### src/rtl/chimera_pkg.sv
// Shared types and constants for the Chimera cluster power controller.
// Build option: CHIMERA_PWR_TIMEOUT_EN enables forced gating after a drain timeout.
package chimera_pkg;

  // Number of external clusters in the default Chimera configuration.
  localparam int unsigned ExtClusters = 5;

  // Per-cluster power state; the encoding is what STATUS reports.
  typedef enum logic [1:0] {
    PWR_OFF   = 2'd0,
    PWR_WAKE  = 2'd1,
    PWR_RUN   = 2'd2,
    PWR_DRAIN = 2'd3
  } pwr_state_e;

  // Register byte offsets within the region.
  localparam logic [7:0] OFS_CTRL     = 8'h00;
  localparam logic [7:0] OFS_STATUS   = 8'h04;
  localparam logic [7:0] OFS_IRQ_PEND = 8'h08;
  localparam logic [7:0] OFS_IRQ_EN   = 8'h0C;
  localparam logic [7:0] OFS_TIMEOUT  = 8'h10;

  // Width needed to hold values 0..max_val (at least one bit).
  function automatic int unsigned cnt_width(input int unsigned max_val);
    int unsigned w;
    w = $clog2(max_val + 1);
    return (w < 1) ? 1 : w;
  endfunction

endpackage

### src/rtl/chimera_cluster_pwr_fsm.sv
// Power sequencer for one cluster: OFF -> WAKE -> RUN -> DRAIN -> OFF.
// Build option: CHIMERA_PWR_TIMEOUT_EN bounds the DRAIN wait to TimeoutCyc cycles.
module chimera_cluster_pwr_fsm
  import chimera_pkg::*;
#(
  parameter int unsigned RstCycles  = 8,
  parameter int unsigned TimeoutCyc = 256
) (
  input  logic       clk_i,
  input  logic       rst_i,
  input  logic       target_i,
  input  logic       busy_i,
  output pwr_state_e state_o,
  output logic       clk_en_o,
  output logic       rst_o,
  output logic       iso_o,
`ifdef CHIMERA_PWR_TIMEOUT_EN
  output logic       timeout_o,
`endif
  output logic       done_o
);

  localparam int unsigned CntMax = (RstCycles > TimeoutCyc) ? RstCycles : TimeoutCyc;
  localparam int unsigned CntW   = cnt_width(CntMax);
  localparam logic [CntW-1:0] RstLoad = CntW'(RstCycles);
`ifdef CHIMERA_PWR_TIMEOUT_EN
  localparam logic [CntW-1:0] TmoLoad = CntW'(TimeoutCyc);
`endif

  pwr_state_e      state, state_d;
  logic [CntW-1:0] cnt, cnt_d;
  logic            done_d;
  logic            tmo_d;

  // Next-state and counter logic. The counter is only decremented while it
  // is above one and the sequence ends at one, so it never wraps below zero.
  always_comb begin
    state_d = state;
    cnt_d   = cnt;
    done_d  = 1'b0;
    tmo_d   = 1'b0;
    unique case (state)
      PWR_OFF: begin
        if (target_i) begin
          state_d = PWR_WAKE;
          cnt_d   = RstLoad;
        end
      end
      PWR_WAKE: begin
        // Target changes are ignored here; the wake sequence always completes.
        if (cnt <= CntW'(1)) begin
          state_d = PWR_RUN;
          cnt_d   = '0;
          done_d  = 1'b1;
        end else begin
          cnt_d = cnt - CntW'(1);
        end
      end
      PWR_RUN: begin
        if (!target_i) begin
          state_d = PWR_DRAIN;
`ifdef CHIMERA_PWR_TIMEOUT_EN
          cnt_d   = TmoLoad;
`endif
        end
      end
      PWR_DRAIN: begin
        if (!busy_i) begin
          state_d = PWR_OFF;
          cnt_d   = '0;
          done_d  = 1'b1;
`ifdef CHIMERA_PWR_TIMEOUT_EN
        end else if (cnt <= CntW'(1)) begin
          // Traffic never drained: gate anyway and flag it.
          state_d = PWR_OFF;
          cnt_d   = '0;
          done_d  = 1'b1;
          tmo_d   = 1'b1;
        end else begin
          cnt_d = cnt - CntW'(1);
`endif
        end
      end
      default: begin
        state_d = PWR_OFF;
        cnt_d   = '0;
      end
    endcase
  end

  // State and counter registers.
  always_ff @(posedge clk_i) begin
    if (rst_i) begin
      state <= PWR_OFF;
      cnt   <= '0;
    end else begin
      state <= state_d;
      cnt   <= cnt_d;
    end
  end

  // Gating controls decode straight from the state so reset and clock
  // disable move on the same edge that enters OFF.
  always_comb begin
    clk_en_o = (state != PWR_OFF);
    rst_o    = (state == PWR_OFF) || (state == PWR_WAKE);
    iso_o    = (state != PWR_RUN);
  end

  assign state_o = state;
  assign done_o  = done_d;
`ifdef CHIMERA_PWR_TIMEOUT_EN
  assign timeout_o = tmo_d;
`else
  logic unused_tmo;
  assign unused_tmo = tmo_d;
`endif

endmodule

### src/rtl/chimera_cluster_pwr_ctrl.sv
// Register-mapped clock-gate / reset sequencer for NumClusters clusters.
// Regs: CTRL (targets), STATUS (states), IRQ_PEND (W1C), IRQ_EN, and
// TIMEOUT (W1C) when built with CHIMERA_PWR_TIMEOUT_EN.
module chimera_cluster_pwr_ctrl
  import chimera_pkg::*;
#(
  parameter int unsigned NumClusters = ExtClusters,
  parameter int unsigned RstCycles   = 8,
  parameter int unsigned TimeoutCyc  = 256,
  parameter int unsigned AddrWidth   = 32,
  parameter int unsigned DataWidth   = 32
) (
  input  logic                   clk_i,
  input  logic                   rst_i,
  input  logic                   reg_valid_i,
  output logic                   reg_ready_o,
  input  logic                   reg_write_i,
  input  logic [AddrWidth-1:0]   reg_addr_i,
  input  logic [DataWidth-1:0]   reg_wdata_i,
  output logic [DataWidth-1:0]   reg_rdata_o,
  output logic                   reg_error_o,
  input  logic [NumClusters-1:0] busy_i,
  output logic [NumClusters-1:0] clk_en_o,
  output logic [NumClusters-1:0] rst_o,
  output logic [NumClusters-1:0] isolate_o,
  output logic                   irq_o
);

  logic [NumClusters-1:0]   ctrl;
  logic [NumClusters-1:0]   irq_pend;
  logic [NumClusters-1:0]   irq_en;
  logic [NumClusters-1:0]   done;
  logic [2*NumClusters-1:0] status_vec;
  pwr_state_e               st [NumClusters];

`ifdef CHIMERA_PWR_TIMEOUT_EN
  logic [NumClusters-1:0]   tmo_flag;
  logic [NumClusters-1:0]   tmo_hit;
`endif

  logic                   req;
  logic                   hit_ctrl, hit_status, hit_pend, hit_en, hit_tmo;
  logic                   acc_err;
  logic                   we;
  logic [NumClusters-1:0] wmask;
  logic [DataWidth-1:0]   rdata_d;

  // A new access is one not already being answered this cycle.
  assign req   = reg_valid_i & ~reg_ready_o;
  assign wmask = reg_wdata_i[NumClusters-1:0];

  logic unused_wdata;
  assign unused_wdata = ^reg_wdata_i[DataWidth-1:NumClusters];

  // Address decode. Exact matches against word offsets also reject
  // misaligned addresses, since those never equal a register offset.
  always_comb begin
    hit_ctrl   = (reg_addr_i == AddrWidth'(OFS_CTRL));
    hit_status = (reg_addr_i == AddrWidth'(OFS_STATUS));
    hit_pend   = (reg_addr_i == AddrWidth'(OFS_IRQ_PEND));
    hit_en     = (reg_addr_i == AddrWidth'(OFS_IRQ_EN));
`ifdef CHIMERA_PWR_TIMEOUT_EN
    hit_tmo    = (reg_addr_i == AddrWidth'(OFS_TIMEOUT));
`else
    hit_tmo    = 1'b0;
`endif
    acc_err = !(hit_ctrl || hit_status || hit_pend || hit_en || hit_tmo)
              || (reg_write_i && hit_status);
    we      = req && reg_write_i && !acc_err;
  end

  // Read data mux; unimplemented high bits read as zero.
  always_comb begin
    rdata_d = '0;
    if (hit_ctrl)        rdata_d = DataWidth'(ctrl);
    else if (hit_status) rdata_d = DataWidth'(status_vec);
    else if (hit_pend)   rdata_d = DataWidth'(irq_pend);
    else if (hit_en)     rdata_d = DataWidth'(irq_en);
`ifdef CHIMERA_PWR_TIMEOUT_EN
    else if (hit_tmo)    rdata_d = DataWidth'(tmo_flag);
`endif
  end

  // Handshake: answer one cycle after the request is seen, for one cycle.
  always_ff @(posedge clk_i) begin
    if (rst_i) begin
      reg_ready_o <= 1'b0;
      reg_rdata_o <= '0;
      reg_error_o <= 1'b0;
    end else begin
      reg_ready_o <= req;
      if (req) begin
        reg_rdata_o <= acc_err ? '0 : rdata_d;
        reg_error_o <= acc_err;
      end
    end
  end

  // CTRL and IRQ_EN plain RW registers.
  always_ff @(posedge clk_i) begin
    if (rst_i) begin
      ctrl   <= '0;
      irq_en <= '0;
    end else begin
      if (we && hit_ctrl) ctrl   <= wmask;
      if (we && hit_en)   irq_en <= wmask;
    end
  end

  // IRQ_PEND: write-one-to-clear, a completion on the same edge wins.
  always_ff @(posedge clk_i) begin
    if (rst_i) begin
      irq_pend <= '0;
    end else begin
      irq_pend <= (irq_pend & ~((we && hit_pend) ? wmask : '0)) | done;
    end
  end

`ifdef CHIMERA_PWR_TIMEOUT_EN
  // TIMEOUT: sticky forced-gating flags, write-one-to-clear, set wins.
  always_ff @(posedge clk_i) begin
    if (rst_i) begin
      tmo_flag <= '0;
    end else begin
      tmo_flag <= (tmo_flag & ~((we && hit_tmo) ? wmask : '0)) | tmo_hit;
    end
  end
`endif

  assign irq_o = |(irq_pend & irq_en);

  for (genvar g = 0; g < NumClusters; g++) begin : g_cluster
    chimera_cluster_pwr_fsm #(
      .RstCycles  (RstCycles),
      .TimeoutCyc (TimeoutCyc)
    ) u_fsm (
      .clk_i     (clk_i),
      .rst_i     (rst_i),
      .target_i  (ctrl[g]),
      .busy_i    (busy_i[g]),
      .state_o   (st[g]),
      .clk_en_o  (clk_en_o[g]),
      .rst_o     (rst_o[g]),
      .iso_o     (isolate_o[g]),
`ifdef CHIMERA_PWR_TIMEOUT_EN
      .timeout_o (tmo_hit[g]),
`endif
      .done_o    (done[g])
    );
    assign status_vec[2*g +: 2] = st[g];
  end

endmodule

### config.mk
export PLATFORM = sky130hd
export DESIGN_NAME = chimera_cluster_pwr_ctrl
export DESIGN_NICKNAME = d
export VERILOG_FILES = /design/src/rtl/chimera_pkg.sv /design/src/rtl/chimera_cluster_pwr_fsm.sv /design/src/rtl/chimera_cluster_pwr_ctrl.sv
export SDC_FILE = /design/constraint.sdc
export NUM_CORES = 1
export LEC_CHECK = 0
export CORE_MARGIN = 4
export CORE_UTILIZATION = 45
export DETAILED_ROUTE_END_ITERATION = 7
export PLACE_DENSITY = 0.8
export SETUP_SLACK_MARGIN = 0.2
export SLEW_MARGIN = 20
export SYNTH_ARGS = -nofsm -noshare
export SYNTH_HDL_FRONTEND = slang
export SYNTH_SLANG_ARGS = --single-unit
### constraint.sdc
create_clock -name clk_i -period 1.84 [get_ports clk_i]
set_input_delay 0.276 -clock clk_i [delete_from_list [all_inputs] [get_ports clk_i]]
set_output_delay 0.276 -clock clk_i [all_outputs]
set_load 0.02 [all_outputs]
## Word-level counts from Yosys, hierarchy flattened

Cells that the tools add are included.

- Output and inout bits: 50
- Bits in registers: 104
- Input bits: 73
- Logic and storage cells: 185

- Muxes and demuxes: 66
- Bitwise logic cells: 6
- Equality and inequality tests: 43
- $add $sub $neg: 5
- Reductions and logical operators: 44
- Magnitude comparators: 5

Operators by type and width:

| operator | number |
|---|---|
| $mux 9 | 15 |
| $pmux 9 s3 | 5 |
| $eq 32x4->1 const B | 2 |
| $le 9x1->1 const B | 5 |
| $sub 9x1->9 const B | 5 |
| $mux 2 | 20 |
| $ne 2x2->1 const B | 20 |
| $pmux 2 s4 | 5 |
| $eq 32x3->1 const B | 1 |
| $logic_not 32->1 | 1 |
| $mux 32 | 1 |
| $eq 2x2->1 const B | 10 |
| $mux 10 | 2 |
| $reduce_and 4->1 | 5 |
| $mux 5 | 3 |
| $reduce_and 3->1 | 5 |
| $reduce_bool 3->1 | 5 |
| $and 5x5->5 | 2 |
| $eq 2x1->1 const B | 5 |
| $logic_not 2->1 | 5 |
| $mux 1 | 10 |
| $ne 2x1->1 const B | 5 |
| $pmux 1 s2 | 5 |
| $reduce_bool 2->1 | 5 |
| 8 further kinds | 22 |

## Depth between registers and ports, before layout

Gate-level depths: netlist of run 1.

- Depth in word-level cells: 13
- Mapped depth: 8
- Gate-level depth less buffers: 7

## Hierarchy

Synthesis of run 1 repeated with hierarchy kept, for this count alone.

- Cell total of the unflattened synthesis: 584
- Area total of the unflattened synthesis: 5154.9 sq um

By module, submodules not included:

| module | seq. area each (sq um) | area an instance (sq um) | times used | cells each |
|---|---|---|---|---|
| chimera_cluster_pwr_fsm | 220.2 | 694.4 | 5 | 79 |
| chimera_cluster_pwr_ctrl | 540.5 | 1682.9 | 1 | 189 |

## Worst setup path before layout of run 1

OpenSTA, ideal clock, no wires.

- Path kind: register -> register
- Start: register g_cluster[2].u_fsm.state[0]
- End: register g_cluster[2].u_fsm.cnt[6]
- Data arrival time: 1886 ps
- Stages on the path, launching flop included: 8
- Setup slack: -167 ps
- Library setup time: 120 ps
- Clock period less this slack: 2007 ps
- Data required time: 1720 ps
- Path buffers: 0
- Cell sequence: dfxtp_1 inv_1 ha_1 nor2b_1 or4b_1 nor4b_1 xnor2_1 nor2_1

- Word-level cells in the longest chain between the ends: 3
- Elaborated cells between the ends (all ways): 8
- Those cells by class: eq/ne (4); mux (1); reduce/logical (3)

RTL lines:

| element | line | text |
|---|---|---|
| start: declaration | chimera_cluster_pwr_fsm.sv:30 | `pwr_state_e state, state_d;` |
| start signal: assignment | chimera_cluster_pwr_fsm.sv:97 | `state <= state_d;` |
| $eq 2x2->1 (tied with other cells) | chimera_cluster_pwr_fsm.sv:42 | `unique case (state)` |
| $ne 2x2->1 (no source line) / $reduce_bool 3->1 (equally long branches) | -- |  |
| $reduce_and 3->1 (no source line) | -- |  |
| end signal: assignment | chimera_cluster_pwr_fsm.sv:98 | `cnt <= cnt_d;` |
| end: declaration | chimera_cluster_pwr_fsm.sv:31 | `logic [CntW-1:0] cnt, cnt_d;` |

Parallel ways exist; a longest one is shown, timed or not.
A chain may end at the register's enable or synchronous reset.

## Worst setup path after layout of run 1

Ends and elaborated chain as after synthesis.

==> results of run 1 <==
## Yosys cell counts (4+ instances only)
| cell | instances |
|---|---|
| a211oi_1 | 10 |
| a21oi_1 | 19 |
| a22o_1 | 5 |
| a22oi_1 | 11 |
| buf_4 | 37 |
| clkbuf_1 | 9 |
| dfxtp_1 | 82 |
| ha_1 | 30 |
| inv_1 | 33 |
| mux2i_1 | 15 |
| nand2_1 | 33 |
| nand2b_1 | 8 |
| nand3_1 | 8 |
| nand4_1 | 8 |
| nor2_1 | 76 |
| nor2b_1 | 9 |
| nor3_1 | 23 |
| nor3b_1 | 5 |
| nor4_1 | 8 |
| o21ai_0 | 11 |
| o21ai_1 | 5 |
| o21ba_2 | 4 |
| o41ai_1 | 5 |
| or2_2 | 6 |
| or3_1 | 10 |
| xnor2_1 | 10 |
| xor2_1 | 21 |
## sequential cells by signal, indices dropped and copies added (netlist names)
name                     count
reg_rdata_o                 10
g_cluster.u_fsm.cnt         45
irq_pend                     5
irq_en                       5
reg_ready_o                  1
reg_error_o                  1
g_cluster.u_fsm.state_o     10
ctrl                         5
## power breakdown
part	internal (mW)	switching [mW]	leakage [nW]
registers	1.85	0.108	0.681
logic	0.618	0.747	2.20
clock network	0.821	0.719	0.115
total	3.29	1.57	3.00
## metrics by stage
step	std cells	cell area (um^2)	power, mW	setup slack [ns]
after floorplan	577	5130	2.66	0.0703
after global routing	855	7670	5.05	-0.0485
after CTS	828	6740	4.62	0.0168
final	855	7670	4.86	-0.00628
after detailed placement	788	6080	2.91	-0.379
after global placement	788	6080	2.87	-0.344
## timing repair
action | CTS | global route
gates resized for setup | 200 | 237
endpoints found under the setup margin | 102 | 100
cloned | 0 | 1
setup buffers | 24 | 26
hold buffers | 0 | 0
pin swaps | 36 | 51
## area by class of cell
type                            instances  share of cell area [%]
Timing Repair Buffer                  173                    19.6
Sequential cell                        82                    22.3
Multi-Input combinational cell        414                    50.8
Tap cell                              136                    2.22
Inverter                               34                    1.96
Clock buffer                           10                    1.79
Clock inverter                          6                    1.26
## worst max-delay path by stage
| stage | slack [ns] | end |
|---|---|---|
| after floorplan | 0.07 | g_cluster[2].u_fsm.cnt[6]$_SDFFE_PP0P_ |
| after global placement | -0.34 | irq_pend[2]$_SDFF_PP0_ |
| after detailed placement | -0.38 | irq_pend[2]$_SDFF_PP0_ |
| after CTS | 0.02 | g_cluster[2].u_fsm.cnt[7]$_SDFFE_PP0P_ |
| after global routing | -0.05 | g_cluster[2].u_fsm.cnt[6]$_SDFFE_PP0P_ |
| final | -0.006 | g_cluster[2].u_fsm.cnt[6]$_SDFFE_PP0P_ |
## layer usage
layer | track usage, % | share of wire [%] | up-vias | routed length, um
met5 | 0 | 0 | - | 0
met4 | 7.30 | 3.1 | 0 | 469
met3 | 4.18 | 4.9 | 56 | 747
met2 | 38.0 | 54 | 170 | 8180
met1 | 24.3 | 38 | 2304 | 5860
li1 | - | - | 2223 | -
## cell families after synthesis
kind of cell / count (synthesis) / share of synthesized area (%)
simple gates: 217 / 23.7
compound gates: 99 / 16.3
flops: 82 / 34.1
buf+inv: 81 / 9.21
xor+xnor: 31 / 5.65
fa+ha+maj: 30 / 7.81
mux: 15 / 3.12
other cells: 1 / 0.0780
## critical path: cells and delay by family, from the launching register on
kind | cells | cell delay (ns)
flip-flops | 1 | 0.39
buffers and inverters | 1 | 0.04
adder cells (fa/ha/maj) | 1 | 0.16
XOR/XNOR | 1 | 0.14
AND/OR/NAND/NOR | 4 | 1.02
==> summary.txt, run 1 <==
STA
  • Final WS setup: -0.00628 ns
  • Worst-Margin Slew: just under 0.7 ns
  • Final setup violation count: 1
  • WHS: about 0.48 ns
  • Fin. Hold Viols: 0
  • Slew Limit Headroom: approximately 55%
  • Tcrit/Tclk final: 100%
  • Clk_skew: around 0.008 ns
  • Peak Freq: about 540 MHz
  • RSZ-0062 raised after global routing: true
  • Max Slew Vio Count: 0
  • Minimum clock period after layout: roughly 1.8 ns
  • Setup TNS: -0.00628 ns

Pwr
  • Pleak: around 3 nW
  • Cell Pwr Density: approximately 630 nW/um^2
  • VDD IR max: approximately 0.71 mV

Floorplan
  • Initial Util: around 46%
  • Core area: 10400 um^2
  • Full die area: 12400 um^2
  • Die height: 111 um
  • # rows: 37
  • Die X-Extent: around 110 um
  • # IOs: 123

GRT
  • Vias in the first global route: between 4000 and 5000
  • First-pass GRT wire length: roughly 22000 um
  • GRT Overall Usage: a little over a fifth
  • Largest net degree at the start of global routing: 19
  • Total grt overflow: 0
  • Initial antenna violation count: 0

Setup path
  • CP max FO: 4
  • CP required: ~2.1 ns
  • Slowest stage cell, crit path: or4b_4
  • Critical R2R Launch: g_cluster[2].u_fsm.state_o[0]$_SDFFE_PP0P_
  • Worst Path Class, Setup: reg2reg
  • Crit-path cells: inv_4, ha_4, nor2b_4, or4b_4, nor4b_4, xnor2_1, nor2_1
  • Reg2reg setup slack: -0.006 ns
  • R2R cell count: 7
  • Crit. Startpoint: g_cluster[2].u_fsm.state_o[0]$_SDFFE_PP0P_
  • WP data arrival: 2.11 ns
  • Largest stage delay on the critical path: around 0.60 ns
  • Critical path launch point type: register
  • Reg2reg end: g_cluster[2].u_fsm.cnt[6]$_SDFFE_PP0P_
  • CP endpoint kind: register

Synth
  • Synth top area cells: dfxtp_1, ha_1, nor2_1
  • Synthesized area per cell: ~8.6 um^2
  • Ys async rst share: 0%
  • Post-synthesis sequential area ratio: between 30% and 40%
  • Synthesized flop and latch total: slightly above 80
  • Synth cell types: a little over 60
  • YS warnings: 0
  • Yosys top cell by area: dfxtp_1
  • Mapped Area: around 4800 um^2
  • EDFF count, synth: 0
  • Post-Syn Instances: roughly 560
  • Top_reg_cell synth: dfxtp_1
  • Yosys top cell area share: 34.1%

Outcome
  • Failing checks: setup timing
  • Status: complete, but fails checks

Final layout
  • FF+latch area: roughly 1700 um^2
  • Commonest non-fill, non-tap cell in the layout: buf_4
  • Footprint of the multi-input gates: around 3900 um^2
  • Area grow syn2layout: 59.5%
  • Most frequent cells in the layout: buf_4, nor2_1, dfxtp_1, buf_6, conb_1
  • Ant. Diodes: 0
  • # nets final: 817
  • Utilization after layout: 74.0%
  • Layout fillers: 638
  • Layout cells sized above 1: between 50% and 60%

Clock tree
  • Clk slew on worst S/H paths: about 0.09 ns
  • Clk Tree Root Cell: clkbuf_8
  • CTS tree: yes
  • CTS max path bufs: 2
  • H-tree levels: 3
  • Num CTS Buffers: 9
  • CTS sink count: 82
  • Worst-skew pair later-pin latency: 0.36 ns

Drt
  • Routed vias: 4753
  • Final wirelength: between 15000 and 20000 um
  • Routed wire per std cell: between 15 and 20 um
  • Vias per cell: around 5.6
  • Final routed DRC violation total: 0
  • First-pass DRT Iterations: 6
  • Post-route ant nets: 0
  • Starting DRT DRC Count: 399

Flow run
  • Max-Cap Viols: 0

Worst hold path
  • Hold_sp: reg_addr_i[3]
  • WHS Path Cells: 5
  • Hold Path Class: in2reg
  • Hold Path End: irq_pend[2]$_SDFF_PP0_

Placed design
  • Final HPWL DP: 9430 um
  • Buffers on Ports: 73
  • Final Wtd Congestion: approximately 0.85
No activity file was read; power rests on OpenSTA's default activity.
==> inputs of run 2 (changes only) <==
--- a/config.mk
+++ b/config.mk
@@ -8,7 +8,7 @@
 export CORE_MARGIN = 4
 export CORE_UTILIZATION = 45
 export DETAILED_ROUTE_END_ITERATION = 7
-export PLACE_DENSITY = 0.8
+export PLACE_DENSITY = 0.77
 export SETUP_SLACK_MARGIN = 0.2
 export SLEW_MARGIN = 20
 export SYNTH_ARGS = -nofsm -noshare
==> constraint.sdc (replaced) <==
create_clock -name clk_i -period 1.9 [get_ports clk_i]
set_input_delay 0.285 -clock clk_i [delete_from_list [all_inputs] [get_ports clk_i]]
set_output_delay 0.285 -clock clk_i [all_outputs]
set_load 0.02 [all_outputs]
==> summary.txt, run 2 (synthesized netlist as in run 1, its figures left out) <==
Setup path
  • CP endpoint kind: register
  • Worst Path Class, Setup: reg2reg
  • Reg2reg setup slack: around 0.058 ns
  • Critical path launch point type: register
  • R2R cell count: 7
  • CP required: around 2.2 ns
  • CP max FO: 3
  • Critical R2R Launch: g_cluster[2].u_fsm.state_o[0]$_SDFFE_PP0P_
  • WP data arrival: approximately 2.1 ns
  • Reg2reg end: g_cluster[2].u_fsm.cnt[6]$_SDFFE_PP0P_

Drt
  • Final routed DRC violation total: 0
  • Final wirelength: 13400 um
  • Post-route ant nets: 0
  • Routed vias: between 4000 and 5000
  • Routed wire per std cell: approximately 16 um
  • Starting DRT DRC Count: between 300 and 400
  • Vias per cell: around 5.4
  • First-pass DRT Iterations: 4

Pwr
  • VDD IR max: just under 0.6 mV
  • Cell Pwr Density: roughly 640 nW/um^2
  • Pleak: around 2.7 nW

Clock tree
  • Cts hold-fix bufs: 0
  • CTS max path bufs: 2
  • Clk Tree Root Cell: clkbuf_8
  • Num CTS Buffers: 9
  • CTS sink count: between 80 and 90
  • Clk slew on worst S/H paths: around 0.09 ns
  • Worst-skew pair later-pin latency: around 0.35 ns
  • H-tree levels: 3
  • CTS tree: yes

Floorplan
  • Initial Util: 46.4%
  • # rows: 37
  • Die height: between 100 and 150 um
  • Core area: around 10000 um^2
  • Die X-Extent: about 110 um
  • # IOs: about 120
  • Full die area: about 12000 um^2

Final layout
  • # nets final: about 800
  • Area grow syn2layout: 46.6%
  • Reg with most FFs: g_cluster.u_fsm.cnt
  • Final non-filler cell total: ~840
  • Max FFs per register: 45
  • Ant. Diodes: 0
  • Most frequent cells in the layout: nor2_1, buf_4, dfxtp_1, clkdlybuf4s50_1
  • Layout cells sized above 1: slightly below 40%
  • Commonest non-fill, non-tap cell in the layout: nor2_1

STA
  • Slew Limit Headroom: roughly half
  • Max Slew Vio Count: 0
  • Final setup violation count: 0
  • Peak Freq: approximately 540 MHz
  • Fin. Hold Viols: 0
  • Tcrit/Tclk final: a little over nine tenths
  • Clk_skew: 0.00786 ns
  • Setup TNS: 0 ns
  • RSZ-0062 raised after global routing: true
  • Minimum clock period after layout: roughly 1.8 ns
  • Worst-Margin Slew: roughly 0.75 ns
  • Final WS setup: ~0.058 ns

GRT
  • Vias in the first global route: around 4400
  • Met3 Track Usage GR: 3.26%
  • GRT Overall Usage: between 10% and 20%
  • Initial antenna violation count: 0
  • Total grt overflow: 0
  • First-pass GRT wire length: between 20000 and 25000 um
  • Grt met1 use: between 20% and 30%
  • GR peak layer: met2
  • Largest net degree at the start of global routing: 27
  • Met2 Resource Use GR: 35.0%

Worst hold path
  • WHS Path Cells: 2
  • Hold_sp: g_cluster[4].u_fsm.cnt[7]$_SDFFE_PP0P_
  • Hold Path Class: reg2reg
  • Hold Path End: g_cluster[4].u_fsm.cnt[7]$_SDFFE_PP0P_

Placed design
  • Placed cells: 787
  • Final HPWL DP: 8880 um
  • Final Wtd Congestion: 0.833
  • Buffers on Ports: 73
  • DP Worst Slack: -0.365 ns

Flow run
  • Max-Cap Viols: 0

Outcome
  • Status: complete, no violations
-- run 2: cell types whose count changed in the layout (fill, tap and decap cells not counted), sizes merged, moves of 2 or more --
cell,previous run,this run
buf,119,92
dlygate4sd2,6,21
clkdlybuf4s50,15,28
clkbuf,26,16
dlymetal6s2s,9,1
inv,36,34
-- run 2: what timing repair did --
action,4_1_cts,5_1_grt
gates cloned,0,2
gates resized for setup,136,132
endpoints found under the setup margin,91,92
pin swaps,21,55
setup buffers,12,19
-- run 2: critical path, stage by stage, from the launching register on --
cell and delay, ns:
dfxtp_4 0.38, inv_2 0.07, ha_4 0.18, nor2b_4 0.14, or4b_4 0.56, nor4b_4 0.24
xnor2_1 0.14, nor2_1 0.05
-- run 2: worst max path at each step --
| stage | from | end | slack, ns | depth (start not counted) |
|---|---|---|---|---|
| after floorplan | g_cluster[2].u_fsm.state_o[1]$_SDFFE_PP0P_ | g_cluster[2].u_fsm.cnt[6]$_SDFFE_PP0P_ | 0.12 | 7 |
| after global placement | reg_addr_i[4] | irq_pend[2]$_SDFF_PP0_ | -0.36 | 7 |
| after detailed placement | reg_addr_i[30] | irq_pend[2]$_SDFF_PP0_ | -0.36 | 8 |
| after CTS | g_cluster[0].u_fsm.state_o[1]$_SDFFE_PP0P_ | rst_o[0] | 0.02 | 4 |
| after global routing | g_cluster[2].u_fsm.state_o[0]$_SDFFE_PP0P_ | g_cluster[2].u_fsm.cnt[6]$_SDFFE_PP0P_ | -0.02 | 7 |
| final | g_cluster[2].u_fsm.state_o[0]$_SDFFE_PP0P_ | g_cluster[2].u_fsm.cnt[6]$_SDFFE_PP0P_ | 0.06 | 7 |
-- run 2: layout make-up --
cell class,count,area (um^2)
Clock buffer,11,151
Inverter,34,135
Fill cell,791,3320
Timing Repair Buffer,154,1300
Multi-Input combinational cell,414,3500
Sequential cell,82,1700
Clock inverter,5,85.1
Tap cell,136,170
-- run 2: where the power goes --
part	leakage (nW)	internal [mW]	switching, mW	total (mW)
clock network	0.116	0.819	0.654	1.47
logic	1.91	0.523	0.649	1.17
registers	0.678	1.79	0.109	1.90
total	2.71	3.13	1.41	4.54
-- run 2: layer usage --
| metal | up-vias | wire (um) |
|---|---|---|
| met5 | - | 0 |
| met4 | 0 | 255 |
| met3 | 26 | 618 |
| met2 | 142 | 7160 |
| met1 | 2148 | 5370 |
| li1 | 2182 | - |
-- run 2: stage by stage --
step	total power, mW	hold WS (ns)	util [%]	cell area [um^2]
after detailed placement	2.81	0.457	57.8	6000
after floorplan	2.56	0.432	-	5050
final	4.54	0.474	68.0	7050
after global placement	2.77	0.452	57.8	6000
after global routing	4.73	0.498	68.0	7050
after CTS	4.34	0.470	62.7	6510
==> inputs of run 3 (changes only) <==
--- a/config.mk
+++ b/config.mk
@@ -5,9 +5,11 @@
 export SDC_FILE = /design/constraint.sdc
 export NUM_CORES = 1
 export LEC_CHECK = 0
+export CAP_MARGIN = 20
 export CORE_MARGIN = 4
 export CORE_UTILIZATION = 45
 export DETAILED_ROUTE_END_ITERATION = 7
+export GPL_ROUTABILITY_DRIVEN = 0
 export PLACE_DENSITY = 0.77
 export SETUP_SLACK_MARGIN = 0.2
 export SLEW_MARGIN = 20
==> results of run 3 <==
Same layout as run 2: the final DEF is identical, and so are final timing and power.
==> variant 1 (settings of run 2) <==
`TimeoutCyc` is set to 256 in 2 places; all go to 128.
--- a/src/rtl/chimera_cluster_pwr_fsm.sv
+++ b/src/rtl/chimera_cluster_pwr_fsm.sv
@@ -4,7 +4,7 @@
   import chimera_pkg::*;
 #(
   parameter int unsigned RstCycles  = 8,
-  parameter int unsigned TimeoutCyc = 256
+  parameter int unsigned TimeoutCyc = 128
 ) (
   input  logic       clk_i,
   input  logic       rst_i,
--- a/src/rtl/chimera_cluster_pwr_ctrl.sv
+++ b/src/rtl/chimera_cluster_pwr_ctrl.sv
@@ -6,7 +6,7 @@
 #(
   parameter int unsigned NumClusters = ExtClusters,
   parameter int unsigned RstCycles   = 8,
-  parameter int unsigned TimeoutCyc  = 256,
+  parameter int unsigned TimeoutCyc  = 128,
   parameter int unsigned AddrWidth   = 32,
   parameter int unsigned DataWidth   = 32
 ) (
Formal check against the unedited RTL: same outputs for any inputs over 4 cycles, from zero or initial values and one cycle with rst_i high; that may be too few to reach the edited logic, so the function may still have changed.
==> variant 1 against run 2 <==
Critical path depth shrank 3. Worst setup slack got worse by 0.0049 ns. Clock skew increased by 0.0021 ns. Area after synthesis decreased by 3.2%. Sequential cell count down 5. Routed wire length decreased by 5.0%. Via count decreased by 2.6%. Non-clock buffer count decreased by 28. Design area down 7.9%. Global-route usage rose by 1.3 points.
Power is not compared: it rests on default switching activity, and its combinational part moved more than twofold at a synthesized area within 25%.
==> variant 1: results (changes against run 2) <==
status=complete, no violations; CTS resizes=120 (-12%); layout cells sized above 1=0.348 (-0.0378); Worst-Skew Late Latency=around 0.36 ns; R2R cell count=4 (-3); post-synthesis sequential area ratio=0.331 (-0.0103); Post-DP Area=5560 um2 (-7.3%); first-pass GRT wire length=19.8 mm (-1.1%); Worst Skew=0.00993 ns (+0.00207 ns); Layout clock buffers=9 (-2); Hold Startpoint=reg_rdata_o[5]$_SDFFE_PP0P_; met1 Track Usage GR=0.238 (+0.0101); Setup Fix Bufs, Post-CTS=16 (+4); Mapped Cells=552 (-0.72%); Area contributors post-synth=dfxtp_1, ha_1, buf_4; Avg WL per Cell=16.0 um (-0.30%); WL met2=6.97 mm (-2.6%); Worst Hold End=reg_rdata_o[5]$_SDFFE_PP0P_; max reg flops=40 (-11%); FF+latch count=77 (-6.1%); area of the multi-input gates=3260 um2 (-7.0%); Syn-to-layout area delta=39.5%; M1 wire length=5.08 mm (-5.4%); routability cong.=0.855 (+2.7%); Final HPWL DP=8.61 mm (-3.1%); placed insts=757 (-3.8%); Non-clk invs=44 (+29%); synth cell count leaders=dfxtp_1, nand2_1, inv_1, a21oi_1, buf_4; ClkCell Share=0.0276 (-0.00599); Setup WS pre-CTS=-0.0413 ns (+0.323 ns); FF+latch area=1600 um2 (-5.9%); Reg clk slew, reported paths=0.07 ns (-0.02 ns); Hold WS=0.456 ns (-0.0181 ns); GR met2 Demand/Resource=0.374 (+0.0242); drt pass-1 iters=5 (+1); Worst Path Max Fanout=5 (+2); met3 WL=528 um (-15%); Global Route Usage Sum=0.203 (+0.0125); Initial DRC Count=278 (-14%); met3 GRT Util=0.0399 (+0.00732); via count=4,381 (-2.6%); Final #Nets=763 (-4.4%); fraction of area in non-clock buffers=0.172 (-0.0124); Cell Count, Final, Fillers Out=797 (-4.7%); vias in the first global route=4,316 (-0.80%); Period Utilization, post-route=0.972 (+0.00258); Netlist cell types=54 (-13%); # fillers=774 (-2.1%); Worst Setup EP=g_cluster[1].u_fsm.cnt[7]$_SDFFE_PP0P_; syn avg cell area=8.43 um2 (-2.5%); multi-input gates=402 (-2.9%)
## variant 1: cell count changes in the layout (fill, tap and decap cells not counted), sizes merged, moves of 10 or more
cell           delta
buf              -29
xor2             -16
a21oi            +20
nor2             -44
or3              +13
nand2            +15
a22oi            -10
nor3             -14
clkdlybuf4s50    +29
dlygate4sd2      -20
## variant 1: worst max-delay path, stage by stage, from the launching register on
cell and delay (ns):
dfxtp_2 0.33, or4_4 0.57, or2_1 0.25, or4b_1 0.50
a21oi_2 0.14
## variant 1: power by group
| part | leakage [nW] | internal [W] | switching (W) |
|---|---|---|---|
| clock network | 0.0984 | 0.000588 | 0.000621 |
| registers | 0.639 | 0.00182 | 0.000207 |
| logic | 1.72 | 0.00133 | 0.00130 |
## variant 1: kinds of logic after synthesis
kind of cell | synth area share
and+or+nand+nor | 0.246
AOI/OAI and AO/OA | 0.170
buffers and inverters | 0.106
DFF | 0.331
adders and majority gates | 0.0806
muxes | 0.0500
xor gates and xnor gates | 0.0151
other | 0.000805
==> variant 2 (flow settings as in run 2) <==
Without the edit above. Register the output `irq_o`, with the module's reset; this adds one clock of latency there. The other outputs are not delayed to match.
--- a/src/rtl/chimera_cluster_pwr_ctrl.sv
+++ b/src/rtl/chimera_cluster_pwr_ctrl.sv
@@ -127,7 +127,13 @@
   end
 `endif
 
-  assign irq_o = |(irq_pend & irq_en);
+  always_ff @(posedge clk_i) begin
+    if (rst_i) begin
+      irq_o <= '0;
+    end else begin
+      irq_o <= |(irq_pend & irq_en);
+    end
+  end
 
   for (genvar g = 0; g < NumClusters; g++) begin : g_cluster
     chimera_cluster_pwr_fsm #(
Behaviour: no difference found for any inputs over 4 cycles, from zero or initial values and one cycle with rst_i high; that may be too few to reach the edited logic, so the function may still have changed.
==> variant 2 against run 2 <==
Sequential cell count grew 1. Clock skew rose by 0.0043 ns. Highest routed layer unchanged. Global-route usage grew 1.3 points. Design area is 0.80% higher. Worst setup slack got worse by 0.023 ns. Power decreased by 5.8%. Clock power fell by 14%. Synthesized cell count up 0.18%. Area after synthesis is 0.18% higher. Non-clock buffer count grew 11. Routed wire length increased by 11%. Sequential power about the same.
==> variant 2: results (changes against run 2) <==
post-synthesis sequential area ratio=0.345 (+0.00354); Post-DP Area=5850 um2 (-2.5%); Worst Path Max Fanout=7 (+4); Synth Warn #=0 (unchanged); CP delay by family, top=simple AND/OR/NAND/NOR gates; most frequent cell after synthesis=dfxtp_1; Peak VDD IR=787 uV (+32%); Netlist cell types=61 (-1.6%); initial antenna violation count=0 (unchanged); drt pass-1 iters=5 (+1); largest net degree at the start of global routing=18 (-33%); Avg WL per Cell=17.6 um (+10%); Final #Nets=809 (+1.4%); Worst-Skew Late Latency=0.38 ns (+0.03 ns); leakage=2.81 nW (+3.7%); placed insts=777 (-1.3%); clk root buf=clkbuf_8; Final HPWL DP=8.95 mm (+0.76%); routability cong.=0.836 (+0.47%); CP max-delay cell=dfxtp_4; via count=4,647 (+3.3%); first-pass GRT wire length=21.0 mm (+4.9%); # fillers=746 (-5.7%); Cell Count, Final, Fillers Out=846 (+1.2%); Worst Skew=0.0122 ns (+0.00433 ns); Overall Power=0.00428 W (-5.8%); max reg flops=45 (unchanged); Mapped Cells=557 (+0.18%); TritonCTS Buffers=9 (unchanged); layout cells sized above 1=0.410 (+0.0241); Initial DRC Count=276 (-14%); Global Route Usage Sum=0.203 (+0.0127); Port-buffer cells=73 (unchanged); Area contributors post-synth=dfxtp_1, ha_1, nor2_1; status=complete, no violations; Reg clk slew, reported paths=0.08 ns; vias in the first global route=4,381 (+0.69%); synth cell count leaders=dfxtp_1, nor2_1, buf_4, nand2_1, inv_1; HP Class=reg2reg; ys async rst share=0 (unchanged); slowest cell delay on critical path=0.37 ns (-0.19 ns); worst slew pin tran=0.690 ns (-0.0625 ns)
[variant 2: cell types whose count changed after synthesis, moves of 2 or more]
cell | run 2 | this run
nor2_1 | 76 | 78
nor3_1 | 23 | 21
or2_1 | 0 | 2
or2_2 | 6 | 4
xnor2_1 | 10 | 8
xor2_1 | 21 | 23
[variant 2: logic make-up (layout without fill, tap and decap cells)]
kind of cell / after synthesis / after routing / synth area share
compound gates: 100 / 100 / 0.165
mux: 15 / 15 / 0.0312
fa+ha+maj: 30 / 30 / 0.0779
other cells: 1 / 22 / 0.000778
buf+inv: 82 / 214 / 0.0927
simple gates: 215 / 215 / 0.231
xor+xnor: 31 / 31 / 0.0564
flops: 83 / 83 / 0.345
[variant 2: path summary, 6_finish.rpt]
check	from	to	slack, ns	cells past startpoint
worst max-delay path	g_cluster[4].u_fsm.state_o[0]$_SDFFE_PP0P_	g_cluster[4].u_fsm.cnt[5]$_SDFFE_PP0P_	0.03	8
worst min-delay path	reg_error_o$_SDFFE_PP0P_	reg_error_o$_SDFFE_PP0P_	0.51	2
worst max register to register	g_cluster[4].u_fsm.state_o[0]$_SDFFE_PP0P_	g_cluster[4].u_fsm.cnt[5]$_SDFFE_PP0P_	0.03	8
worst min register to register	reg_error_o$_SDFFE_PP0P_	reg_error_o$_SDFFE_PP0P_	0.51	2
[variant 2: layout make-up]
class | instances | area, um2 | area share
Multi-Input combinational cell | 413 | 3450 | 0.486
Timing Repair Buffer | 165 | 1430 | 0.201
Clock buffer | 12 | 166 | 0.0234
Sequential cell | 83 | 1730 | 0.243
Clock inverter | 3 | 21.3 | 0.00299
Tap cell | 136 | 170 | 0.0240
Inverter | 34 | 140 | 0.0197
[variant 2: timing repair]
item | in CTS | in global routing
hold buffers | 0 | 0
gates resized for setup | 150 | 164
endpoints found under the setup margin | 92 | 93
gates cloned | 0 | 2
buffers inserted | 18 | 34
hold endpoints to repair | 0 | 0
pin swaps | 29 | 73
[variant 2: layer usage]
metal  wire length, um  GRT usage
met5                 0          0
met4               326     0.0616
met3               715     0.0446
met2              7990      0.366
met1              5890      0.242
[variant 2: power by group]
part / leakage, nW / total (W) / internal (W) / switching [W]
Clock: 0.0936 / 0.00126 / 0.000584 / 0.000671
Combinational: 2.03 / 0.00112 / 0.000513 / 0.000605
Sequential: 0.688 / 0.00190 / 0.00181 / 0.0000938
[variant 2: metrics by stage]
stage	worst slack, ns	hold WS, ns
4_1_cts	0.148	0.476
3_5_place_dp	-0.350	0.464
3_3_place_gp	-0.324	0.454
5_1_grt	-0.0494	0.536
2_1_floorplan	0.111	0.432
6_report	0.0349	0.514
